==> src/rtl/rst_seq_pkg.sv <==
// Shared types for the reset sequencer: state encodings visible on state_dbg
// and a small elaboration-time helper used for counter sizing.
package rst_seq_pkg;

    localparam int STATE_W = 3;

    typedef enum logic [STATE_W-1:0] {
        ST_RESET   = 3'd0,
        ST_HOLD    = 3'd1,
        ST_INIT    = 3'd2,
        ST_RELEASE = 3'd3,
        ST_RUN     = 3'd4,
        ST_FAULT   = 3'd5
    } state_t;

    function automatic int max_int(input int a, input int b);
        return (a > b) ? a : b;
    endfunction

endpackage

==> src/rtl/rst_seq_ctrl_if.sv <==
// Handshake/status bundle between the reset sequencer (master) and the
// CRC engine plus downstream reset consumers (slave).
interface rst_seq_ctrl_if
    import rst_seq_pkg::*;
#(
    parameter int N_STAGES = 3
);
    logic                soft_rst_req;
    logic                init_done;
    logic                init_req;
    logic [N_STAGES-1:0] rst_n_out;
    logic                ready;
    logic                fault;
    logic [STATE_W-1:0]  state_dbg;

    modport master (
        input  soft_rst_req,
        input  init_done,
        output init_req,
        output rst_n_out,
        output ready,
        output fault,
        output state_dbg
    );

    modport slave (
        output soft_rst_req,
        output init_done,
        input  init_req,
        input  rst_n_out,
        input  ready,
        input  fault,
        input  state_dbg
    );
endinterface

==> src/rtl/rst_seq_sync.sv <==
// Two-flop synchronizer for the active-low asynchronous reset: assertion is
// immediate, release reaches rst_int two clock edges later.
module rst_seq_sync (
    input  logic clk,
    input  logic rst_async,
    output logic rst_int
);
    logic meta_reg;
    logic sync_reg;

    always_ff @(posedge clk or negedge rst_async) begin
        if (!rst_async) begin
            meta_reg <= 1'b0;
            sync_reg <= 1'b0;
        end else begin
            meta_reg <= 1'b1;
            sync_reg <= meta_reg;
        end
    end

    assign rst_int = sync_reg;
endmodule

==> src/rtl/rst_seq_ctrl.sv <==
// Reset sequencer: hold-off, CRC init handshake, staggered downstream release, ready.
// Optional INIT watchdog and FAULT state are built only when RST_SEQ_TIMEOUT_EN is defined.
module rst_seq_ctrl
    import rst_seq_pkg::*;
#(
    parameter int HOLD_CYCLES    = 16,
    parameter int N_STAGES       = 3,
    parameter int STAGE_GAP      = 4,
    parameter int TIMEOUT_CYCLES = 256
) (
    input  logic           clk,
    input  logic           rst_async,
    rst_seq_ctrl_if.master bus
);

`ifdef RST_SEQ_TIMEOUT_EN
    localparam int CNT_SPAN = max_int(max_int(HOLD_CYCLES, N_STAGES * STAGE_GAP), TIMEOUT_CYCLES);
`else
    localparam int CNT_SPAN = max_int(HOLD_CYCLES, N_STAGES * STAGE_GAP);
`endif
    localparam int CNT_W = $clog2(CNT_SPAN) + 1;

    localparam logic [CNT_W-1:0] CNT_MAX    = '1;
    localparam logic [CNT_W-1:0] HOLD_LAST  = CNT_W'(HOLD_CYCLES - 1);
    localparam logic [CNT_W-1:0] READY_LAST = CNT_W'(N_STAGES * STAGE_GAP - 1);

    if (HOLD_CYCLES < 1 || N_STAGES < 1 || N_STAGES > 8 || STAGE_GAP < 1 ||
        TIMEOUT_CYCLES < 2) begin : g_param_err
        $error("rst_seq_ctrl: parameter out of range");
    end

    logic                rst_int;
    state_t              state_reg,    state_next;
    logic [CNT_W-1:0]    cnt_reg,      cnt_next;
    logic                init_req_reg, init_req_next;
    logic [N_STAGES-1:0] rst_n_reg,    rst_n_next;
    logic                ready_reg,    ready_next;
    logic                soft_hit;
    logic                cnt_clr;
    logic [N_STAGES-1:0] stage_hit;

`ifdef RST_SEQ_TIMEOUT_EN
    localparam logic [CNT_W-1:0] TIMEOUT_LAST = CNT_W'(TIMEOUT_CYCLES - 1);
    logic fault_reg, fault_next;
`endif

    rst_seq_sync u_sync (
        .clk       (clk),
        .rst_async (rst_async),
        .rst_int   (rst_int)
    );

    // The counter restarts on RELEASE entry, so stage k is due when it reads k*STAGE_GAP-1.
    for (genvar gi = 0; gi < N_STAGES; gi++) begin : g_stage
        if (gi == 0) begin : g_first
            assign stage_hit[gi] = 1'b0;
        end else begin : g_rest
            localparam logic [CNT_W-1:0] HIT_AT = CNT_W'(gi * STAGE_GAP - 1);
            assign stage_hit[gi] = (cnt_reg == HIT_AT);
        end
    end

    always_comb begin
        state_next = state_reg;
        rst_n_next = rst_n_reg;
        ready_next = ready_reg;
`ifdef RST_SEQ_TIMEOUT_EN
        fault_next = fault_reg;
`endif
        case (state_reg)
            ST_RESET: begin
                if (rst_int) state_next = ST_HOLD;
            end
            ST_HOLD: begin
                if (cnt_reg == HOLD_LAST) state_next = ST_INIT;
            end
            ST_INIT: begin
                if (bus.init_done) begin
                    state_next = ST_RELEASE;
                    rst_n_next = N_STAGES'(1);
                end
`ifdef RST_SEQ_TIMEOUT_EN
                else if (cnt_reg == TIMEOUT_LAST) begin
                    state_next = ST_FAULT;
                    fault_next = 1'b1;
                end
`endif
            end
            ST_RELEASE: begin
                rst_n_next = rst_n_reg | stage_hit;
                if (cnt_reg == READY_LAST) begin
                    ready_next = 1'b1;
                    state_next = ST_RUN;
                end
            end
            ST_RUN: begin
            end
`ifdef RST_SEQ_TIMEOUT_EN
            ST_FAULT: begin
            end
`endif
            default: begin
                // Undecoded encodings fall back to RESET behaviour.
                state_next = rst_int ? ST_HOLD : ST_RESET;
                rst_n_next = '0;
                ready_next = 1'b0;
            end
        endcase

        // Soft reset overrides any transition taken above, including init_done.
        soft_hit = bus.soft_rst_req && (state_reg != ST_RESET);
        if (soft_hit) begin
            state_next = ST_HOLD;
            rst_n_next = '0;
            ready_next = 1'b0;
`ifdef RST_SEQ_TIMEOUT_EN
            fault_next = 1'b0;
`endif
        end

        cnt_clr       = soft_hit || (state_next != state_reg);
        init_req_next = (state_next == ST_INIT);

        if (cnt_clr) begin
            cnt_next = '0;
        end else if (cnt_reg != CNT_MAX) begin
            cnt_next = cnt_reg + 1'b1;
        end else begin
            cnt_next = cnt_reg;
        end
    end

    always_ff @(posedge clk or negedge rst_async) begin
        if (!rst_async) begin
            state_reg    <= ST_RESET;
            cnt_reg      <= '0;
            init_req_reg <= 1'b0;
            rst_n_reg    <= '0;
            ready_reg    <= 1'b0;
        end else begin
            state_reg    <= state_next;
            cnt_reg      <= cnt_next;
            init_req_reg <= init_req_next;
            rst_n_reg    <= rst_n_next;
            ready_reg    <= ready_next;
        end
    end

`ifdef RST_SEQ_TIMEOUT_EN
    always_ff @(posedge clk or negedge rst_async) begin
        if (!rst_async) begin
            fault_reg <= 1'b0;
        end else begin
            fault_reg <= fault_next;
        end
    end
    assign bus.fault = fault_reg;
`else
    assign bus.fault = 1'b0;
`endif

    assign bus.init_req  = init_req_reg;
    assign bus.rst_n_out = rst_n_reg;
    assign bus.ready     = ready_reg;
    assign bus.state_dbg = state_reg;

endmodule

==> src/flat_wrapper.sv <==
// flat-port wrapper written by rule: the top's interface ports become plain ports
module rst_seq_ctrl_flat import rst_seq_pkg::*;
#(
    parameter int HOLD_CYCLES    = 16,
    parameter int N_STAGES       = 3,
    parameter int STAGE_GAP      = 4,
    parameter int TIMEOUT_CYCLES = 256
)
  (clk, rst_async, bus_soft_rst_req, bus_init_done, bus_init_req, bus_rst_n_out, bus_ready, bus_fault, bus_state_dbg);
  rst_seq_ctrl_if #(.N_STAGES(N_STAGES)) bus_i ();
  input  logic clk;
  input  logic rst_async;
  input wire logic [$bits(bus_i.soft_rst_req)-1:0] bus_soft_rst_req;
  input wire logic [$bits(bus_i.init_done)-1:0] bus_init_done;
  output wire logic [$bits(bus_i.init_req)-1:0] bus_init_req;
  output wire logic [$bits(bus_i.rst_n_out)-1:0] bus_rst_n_out;
  output wire logic [$bits(bus_i.ready)-1:0] bus_ready;
  output wire logic [$bits(bus_i.fault)-1:0] bus_fault;
  output wire logic [$bits(bus_i.state_dbg)-1:0] bus_state_dbg;
  assign bus_i.soft_rst_req = bus_soft_rst_req;
  assign bus_i.init_done = bus_init_done;
  assign bus_init_req = bus_i.init_req;
  assign bus_rst_n_out = bus_i.rst_n_out;
  assign bus_ready = bus_i.ready;
  assign bus_fault = bus_i.fault;
  assign bus_state_dbg = bus_i.state_dbg;
  rst_seq_ctrl #(.HOLD_CYCLES(HOLD_CYCLES), .N_STAGES(N_STAGES), .STAGE_GAP(STAGE_GAP), .TIMEOUT_CYCLES(TIMEOUT_CYCLES)) u_core (.clk(clk), .rst_async(rst_async), .bus(bus_i));
endmodule
==> config.mk <==
export PLATFORM = sky130hd
export DESIGN_NAME = rst_seq_ctrl_flat
export DESIGN_NICKNAME = d
export VERILOG_FILES = /design/src/rtl/rst_seq_pkg.sv /design/src/rtl/rst_seq_ctrl_if.sv /design/src/rtl/rst_seq_sync.sv /design/src/rtl/rst_seq_ctrl.sv /design/src/flat_wrapper.sv
export SDC_FILE = /design/constraint.sdc
export NUM_CORES = 1
export LEC_CHECK = 0
export ABC_AREA = 1
export CORE_MARGIN = 1
export CORE_UTILIZATION = 44
export CTS_BUF_LIST = sky130_fd_sc_hd__clkbuf_16
export DETAILED_ROUTE_END_ITERATION = 7
export MAX_ROUTING_LAYER = met4
export PLACE_DENSITY = 0.68
export SETUP_SLACK_MARGIN = 0.15
export SLEW_MARGIN = 20
export SYNTH_ARGS = -nofsm -noshare
export SYNTH_HDL_FRONTEND = slang
export SYNTH_HIERARCHICAL = 1
export SYNTH_SLANG_ARGS = --single-unit
==> constraint.sdc <==
create_clock -name clk -period 3.3 [get_ports clk]
set_input_delay 0.66 -clock clk [delete_from_list [all_inputs] [get_ports clk]]
set_output_delay 0.66 -clock clk [all_outputs]
set_load 0.02 [all_outputs]
## After elaboration in Yosys (flattened, before gate mapping)

Cells that the tools add are included.

| word-level totals | value |
|---|---|
| input bits | 4 |
| register bits | 15 |
| logic and storage cells | 48 |
| output and inout bits | 9 |

| operators by class | value |
|---|---|
| multiplexer cells | 15 |
| eq/ne operators | 15 |
| bitwise gates (word level) | 1 |
| add/subtract/negate cells | 1 |
| reduce and logical (&&, ||, !) cells | 9 |

Operators by type and width:

| kind | number |
|---|---|
| 3-bit two-way mux | 7 |
| 3-bit case mux with 5 select lines | 1 |
| 5-bit by 4-bit equality test with 1-bit output, second input constant | 2 |
| 5-bit two-way mux | 2 |
| 3-bit by 2-bit equality test with 1-bit output, second input constant | 3 |
| 3-bit case mux with 3 select lines | 1 |
| 5-bit by 1-bit adder with 5-bit output, second input constant | 1 |
| 5-bit by 2-bit equality test with 1-bit output, second input constant | 1 |
| 5-bit by 3-bit equality test with 1-bit output, second input constant | 1 |
| 5-bit inequality test, second input constant | 1 |
| 2-bit by 1-bit inequality test with 1-bit output, second input constant | 2 |
| 2-bit AND reduction | 2 |
| 4-bit OR reduction | 1 |
| 3-bit by 1-bit equality test with 1-bit output, second input constant | 1 |
| 3-bit equality test, second input constant | 1 |
| 3-bit zero test | 1 |
| 1-bit two-way mux | 3 |
| 3-bit by 1-bit inequality test with 1-bit output, second input constant | 1 |
| 3-bit by 2-bit inequality test with 1-bit output, second input constant | 1 |
| 3-bit inequality test | 1 |
| 3-bit OR | 1 |
| 3-bit nonzero test | 1 |
| 3-bit OR reduction | 1 |
| 1-bit case mux with 2 select lines | 1 |
| other kinds (3) | 3 |

## Longest topological paths before layout

| logic depth | value |
|---|---|
| word-level depth | 7 |
| mapped depth | 12 |
| mapped depth without buffers | 12 |

## Hierarchy

Netlist, hierarchy kept.

By module, submodules not included:

| module | seq. area each (um2) | cells each | times used | area an instance (um2) |
|---|---|---|---|---|
| rst_seq_ctrl | 325.3 | 98 | 1 | 757.0 |
| rst_seq_sync | 50.0 | 3 | 1 | 53.8 |

## Least setup slack after synthesis

Ideal clock, no wire load.

| timing path | value |
|---|---|
| path type | reg2reg |
| from | register u_core.cnt_reg[0] |
| to | register u_core.cnt_reg[0] |
| buffers on the path | 0 |
| stages on the path, launching flop included | 13 |
| required time | 3229 ps |
| period minus slack after synthesis | 1503 ps |
| arrival time | 1431 ps |
| slack | 1797 ps |
| setup time | 71 ps |
| cell sequence | dfrtp_1 -> ha_1 -> nand2_1 -> nor2_1 -> ha_1 -> inv_1 -> nand3_1 -> nand2_1 -> nor2_1 -> nand2_2 -> nand2_2 -> nand2_2 -> nor2_1 |

| on the way | value |
|---|---|
| cells in the longest elaborated chain, start to end | 7 |
| elaborated cells between the ends (all ways) | 13 |
| those cells by class | add/sub: 1; eq/ne: 4; mux: 6; reduce/logical: 2 |

RTL lines:

| element | RTL line | text |
|---|---|---|
| from (decl) | rst_seq_ctrl.sv:34 | `logic [CNT_W-1:0] cnt_reg, cnt_next;` |
| from (signal assigned) | rst_seq_ctrl.sv:142 | `cnt_reg <= cnt_next;` |
| 5-bit by 4-bit equality test with 1-bit output (on tied branches) | rst_seq_ctrl.sv:91, rst_seq_ctrl.sv:75 |  |
| 3-bit two-way mux (on tied branches) | rst_seq_ctrl.sv:91, rst_seq_ctrl.sv:75 |  |
| 3-bit case mux with 5 select lines * | rst_seq_ctrl.sv:70 | `case (state_reg)` |
| 3-bit two-way mux * | rst_seq_ctrl.sv:112 | `if (soft_hit) begin` |
| via u_core.state_next[0] | rst_seq_ctrl.sv:33 | `state_t state_reg, state_next;` |
| 3-bit inequality test * | rst_seq_ctrl.sv:121 | `cnt_clr = soft_hit \|\| (state_next != state_reg);` |
| 1-bit logical OR * | rst_seq_ctrl.sv:121 |  |
| 5-bit two-way mux or 2-bit nonzero test (tied branches) | -- |  |

Mark *: on every way through the listed nets, which the timed path passes. The rest lies on a longest branch. The select of a mux whose other input is x is not followed.
A chain may end at the register's enable or synchronous reset.

## Final worst setup path

| timing path | value |
|---|---|
| from | register u_core.state_reg[1], in the netlist u_core/bus.state_dbg[1] |
| to | output port bus_state_dbg[1] |

RTL lines:

| element | RTL line | text |
|---|---|---|
| from (decl) | rst_seq_ctrl.sv:33 |  |
| from (signal assigned) | rst_seq_ctrl.sv:141 | `state_reg <= state_next;` |
| to (decl) | flat_wrapper.sv:19 | `output wire logic [$bits(bus_i.state_dbg)-1:0] bus_state_dbg;` |

No word-level cell between the ends.

==> flow_metrics.py <==
metrics = {
    "outcome": {
        "status": "completed",
    },
    "yosys": {
        "synth_top_area_frac": 0.463,
        "synth_ff_type": "dfrtp_1",
        "syn_nets": 108,
        "yosysTopAreaCell": "dfrtp_1",
        "synth_area_um2": 811,
        "syn_inst": 101,
        "ys_seq_elements": 15,
        "async_flop_share": 1.00,
        "seq_area_frac_synth": 0.463,
        "yosysUniqueCellTypes": 22,
        "synth_most_common_cell": "nand2_1",
        "yosys-top-cells-area": "dfrtp_1, nand2_1, inv_1",
        "synth_edf_count": 0,
        "yosys_warnings": 6,
        "avgSynthCellArea_um2": 8.03,
        "yosys-top-cells-count": "nand2_1, dfrtp_1, inv_1, nor2_1, nand3_1",
    },
    "clocking": {
        "clockRootBuffer": "clkbuf_16",
        "numCtsBuffers": 3,
        "cts_tree": "done",
        "clk_pin_slew_worst_paths_ns": 0.05,
        "worstSkewPairLatency_ns": 0.24,
        "cts_setup_buffers": 0,
        "htree_levels": 1,
        "cts_sinks": 15,
        "hold_buffers": 0,
        "cts-resized-gates": 0,
        "clock_path_buffers": 2,
    },
    "setup_path": {
        "crit_buf_inv": 1,
        "path_class": "flip-flop to output port",
        "crit_chain": "clkdlybuf4s50_1",
        "crit_path_start_kind": "flip-flop",
        "cp_top_family": "buffers and inverters",
        "crit_slowest_cell": "clkdlybuf4s50_1",
        "worst-r2r-cell-count": 12,
        "cp.arrival_ns": 1.37,
        "cp.required_ns": 2.64,
        "cp-end-kind": "output port",
        "slowest_delay_ns": 0.67,
        "critPathMaxFanout": 7,
        "worst-path-stages": 1,
    },
    "final_layout": {
        "area_growth_pct": 26.2,
        "antenna_cells": 0,
        "seq_area_um2": 375,
        "fill_cells": 159,
        "largest_reg_flops": 5,
        "multi_input_area_um2": 368,
        "layout-drive-gt1-share": 0.113,
        "stdcell_count": 140,
        "nets": 123,
    },
    "placement": {
        "hpwl_um": 1130,
        "io_buffers": 11,
        "dp_slack_ns": 1.49,
        "dp_cells": 136,
        "globalplace.congestion": 0.874,
    },
    "floorplan": {
        "rows": 15,
        "dieArea_um2": 2020,
        "initial_core_util": 0.470,
        "coreArea_um2": 1730,
        "io_pins": 13,
        "dieHeight_um": 44.9,
        "die_w_um": 44.9,
    },
    "flow_run": {
        "max-cap-violations": 0,
    },
    "timing": {
        "slew_viol_final": 0,
        "period_share": 0.615,
        "rsz0062_at_grt": "no",
        "skew_ns": 0.00130,
        "post-route-min-period_ns": 2.03,
        "holdWs_ns": 0.347,
        "worst_pin_slew_ns": 0.649,
        "relSlewSlack": 0.566,
        "fmax_mhz": 493,
        "tns_ns": 0,
        "hold_viol_final": 0,
        "final-setup-viol-count": 0,
        "finalWorstSetupSlack_ns": 1.27,
    },
    "pwr": {
        "power.density_nw_per_um2": 445,
        "power_leakage_nw": 0.479,
        "ir_drop_v": 0.000296,
    },
    "drt": {
        "drt_iter0_markers": 11,
        "drt_pass1_iterations": 4,
        "wl_met3_um": 84,
        "wl_met1_um": 748,
        "drc": 0,
        "post_drt_wl_per_cell_um": 11.2,
        "drtAntennaViolNets": 0,
        "drt_wl_total_um": 1570,
        "wl_met2_um": 727,
        "viasPerCell": 4.74,
        "vias": 664,
        "top_layer": "met4",
    },
    "global_routing": {
        "grt_pass1_vias": 621,
        "grt_max_degree": 16,
        "grt.total_usage": 0.205,
        "grt_first_pass_wirelength_um": 2680,
        "antenna_found_initial": 0,
        "grt-ovfl-total": 0,
    },
    "min_path": {
        "hold_class": "flip-flop to flip-flop",
        "whs_path_depth": 0,
    },
}
path summary, 6_finish.rpt:
| check | startpoint | to | slack, ns |
|---|---|---|---|
| max in group asynchronous | rst_async | u_core/u_sync/rst_int | 2.07 |
| min | u_core/u_sync/meta_reg | u_core/u_sync/rst_int | 0.35 |
| max reg2reg | u_core/cnt_reg[0] | u_core/cnt_reg[1] | 1.54 |
| min in group asynchronous | rst_async | u_core/bus.rst_n_out[0] | 0.82 |
| min reg2reg | u_core/u_sync/meta_reg | u_core/u_sync/rst_int | 0.35 |
| max | u_core/bus.state_dbg[1] | bus_state_dbg[1] | 1.27 |
final cells by class:
type,instances,area share
timing repair buffer,11,0.108
multi-input combinational,69,0.359
tap,25,0.0306
clock buffer,3,0.0733
inverter,16,0.0587
clock inverter,1,0.00367
sequential,15,0.367
where the power goes:
part           internal, W  leakage (nW)  switching (W)
Clock             0.000160        0.0423      0.0000717
Combinational    0.0000121         0.241      0.0000177
Sequential        0.000190         0.196     0.00000405
Total             0.000362         0.479      0.0000934
logic make-up (layout without fill, tap and decap cells):
kind of cell               count (synthesis)  count (layout)  synth area share
buffers and inverters                     17              31            0.0833
muxes                                      1               1            0.0123
adders and majority gates                  3               3            0.0463
AOI/OAI and AO/OA                         11              11            0.0756
and+or+nand+nor                           49              49             0.278
other                                      2               2           0.00926
DFF                                       15              15             0.463
xor gates and xnor gates                   3               3            0.0324
cell usage in the layout, fill, tap and decap left out, types with 3 or more instances in the layout:
cell type	Yosys	layout
nand2_1	16	16
inv_1	14	15
dfrtp_1	15	15
clkdlybuf4s50_1	0	11
nor2_1	11	11
nand3_1	10	10
o21ai_0	6	6
nand2_2	4	4
clkbuf_16	0	3
nor2_2	3	3
xor2_1	3	3
ha_1	3	3
per-stage QoR:
stage | utilization | power [W] | area [µm²]
6_report | 0.593 | 0.000456 | 1020
5_1_grt | 0.593 | 0.000477 | 1020
4_1_cts | 0.593 | 0.000463 | 1020
3_5_place_dp | 0.547 | 0.000226 | 945
3_3_place_gp | 0.547 | 0.000226 | 945
2_1_floorplan | - | 0.000215 | 811
metal layers:
metal,vias up,global-route usage
met4,0,0.0909
met3,2,0.0840
met5,-,-
li1,341,-
met2,16,0.293
met1,305,0.254
Note: power is estimated with default switching activity, not from simulation.
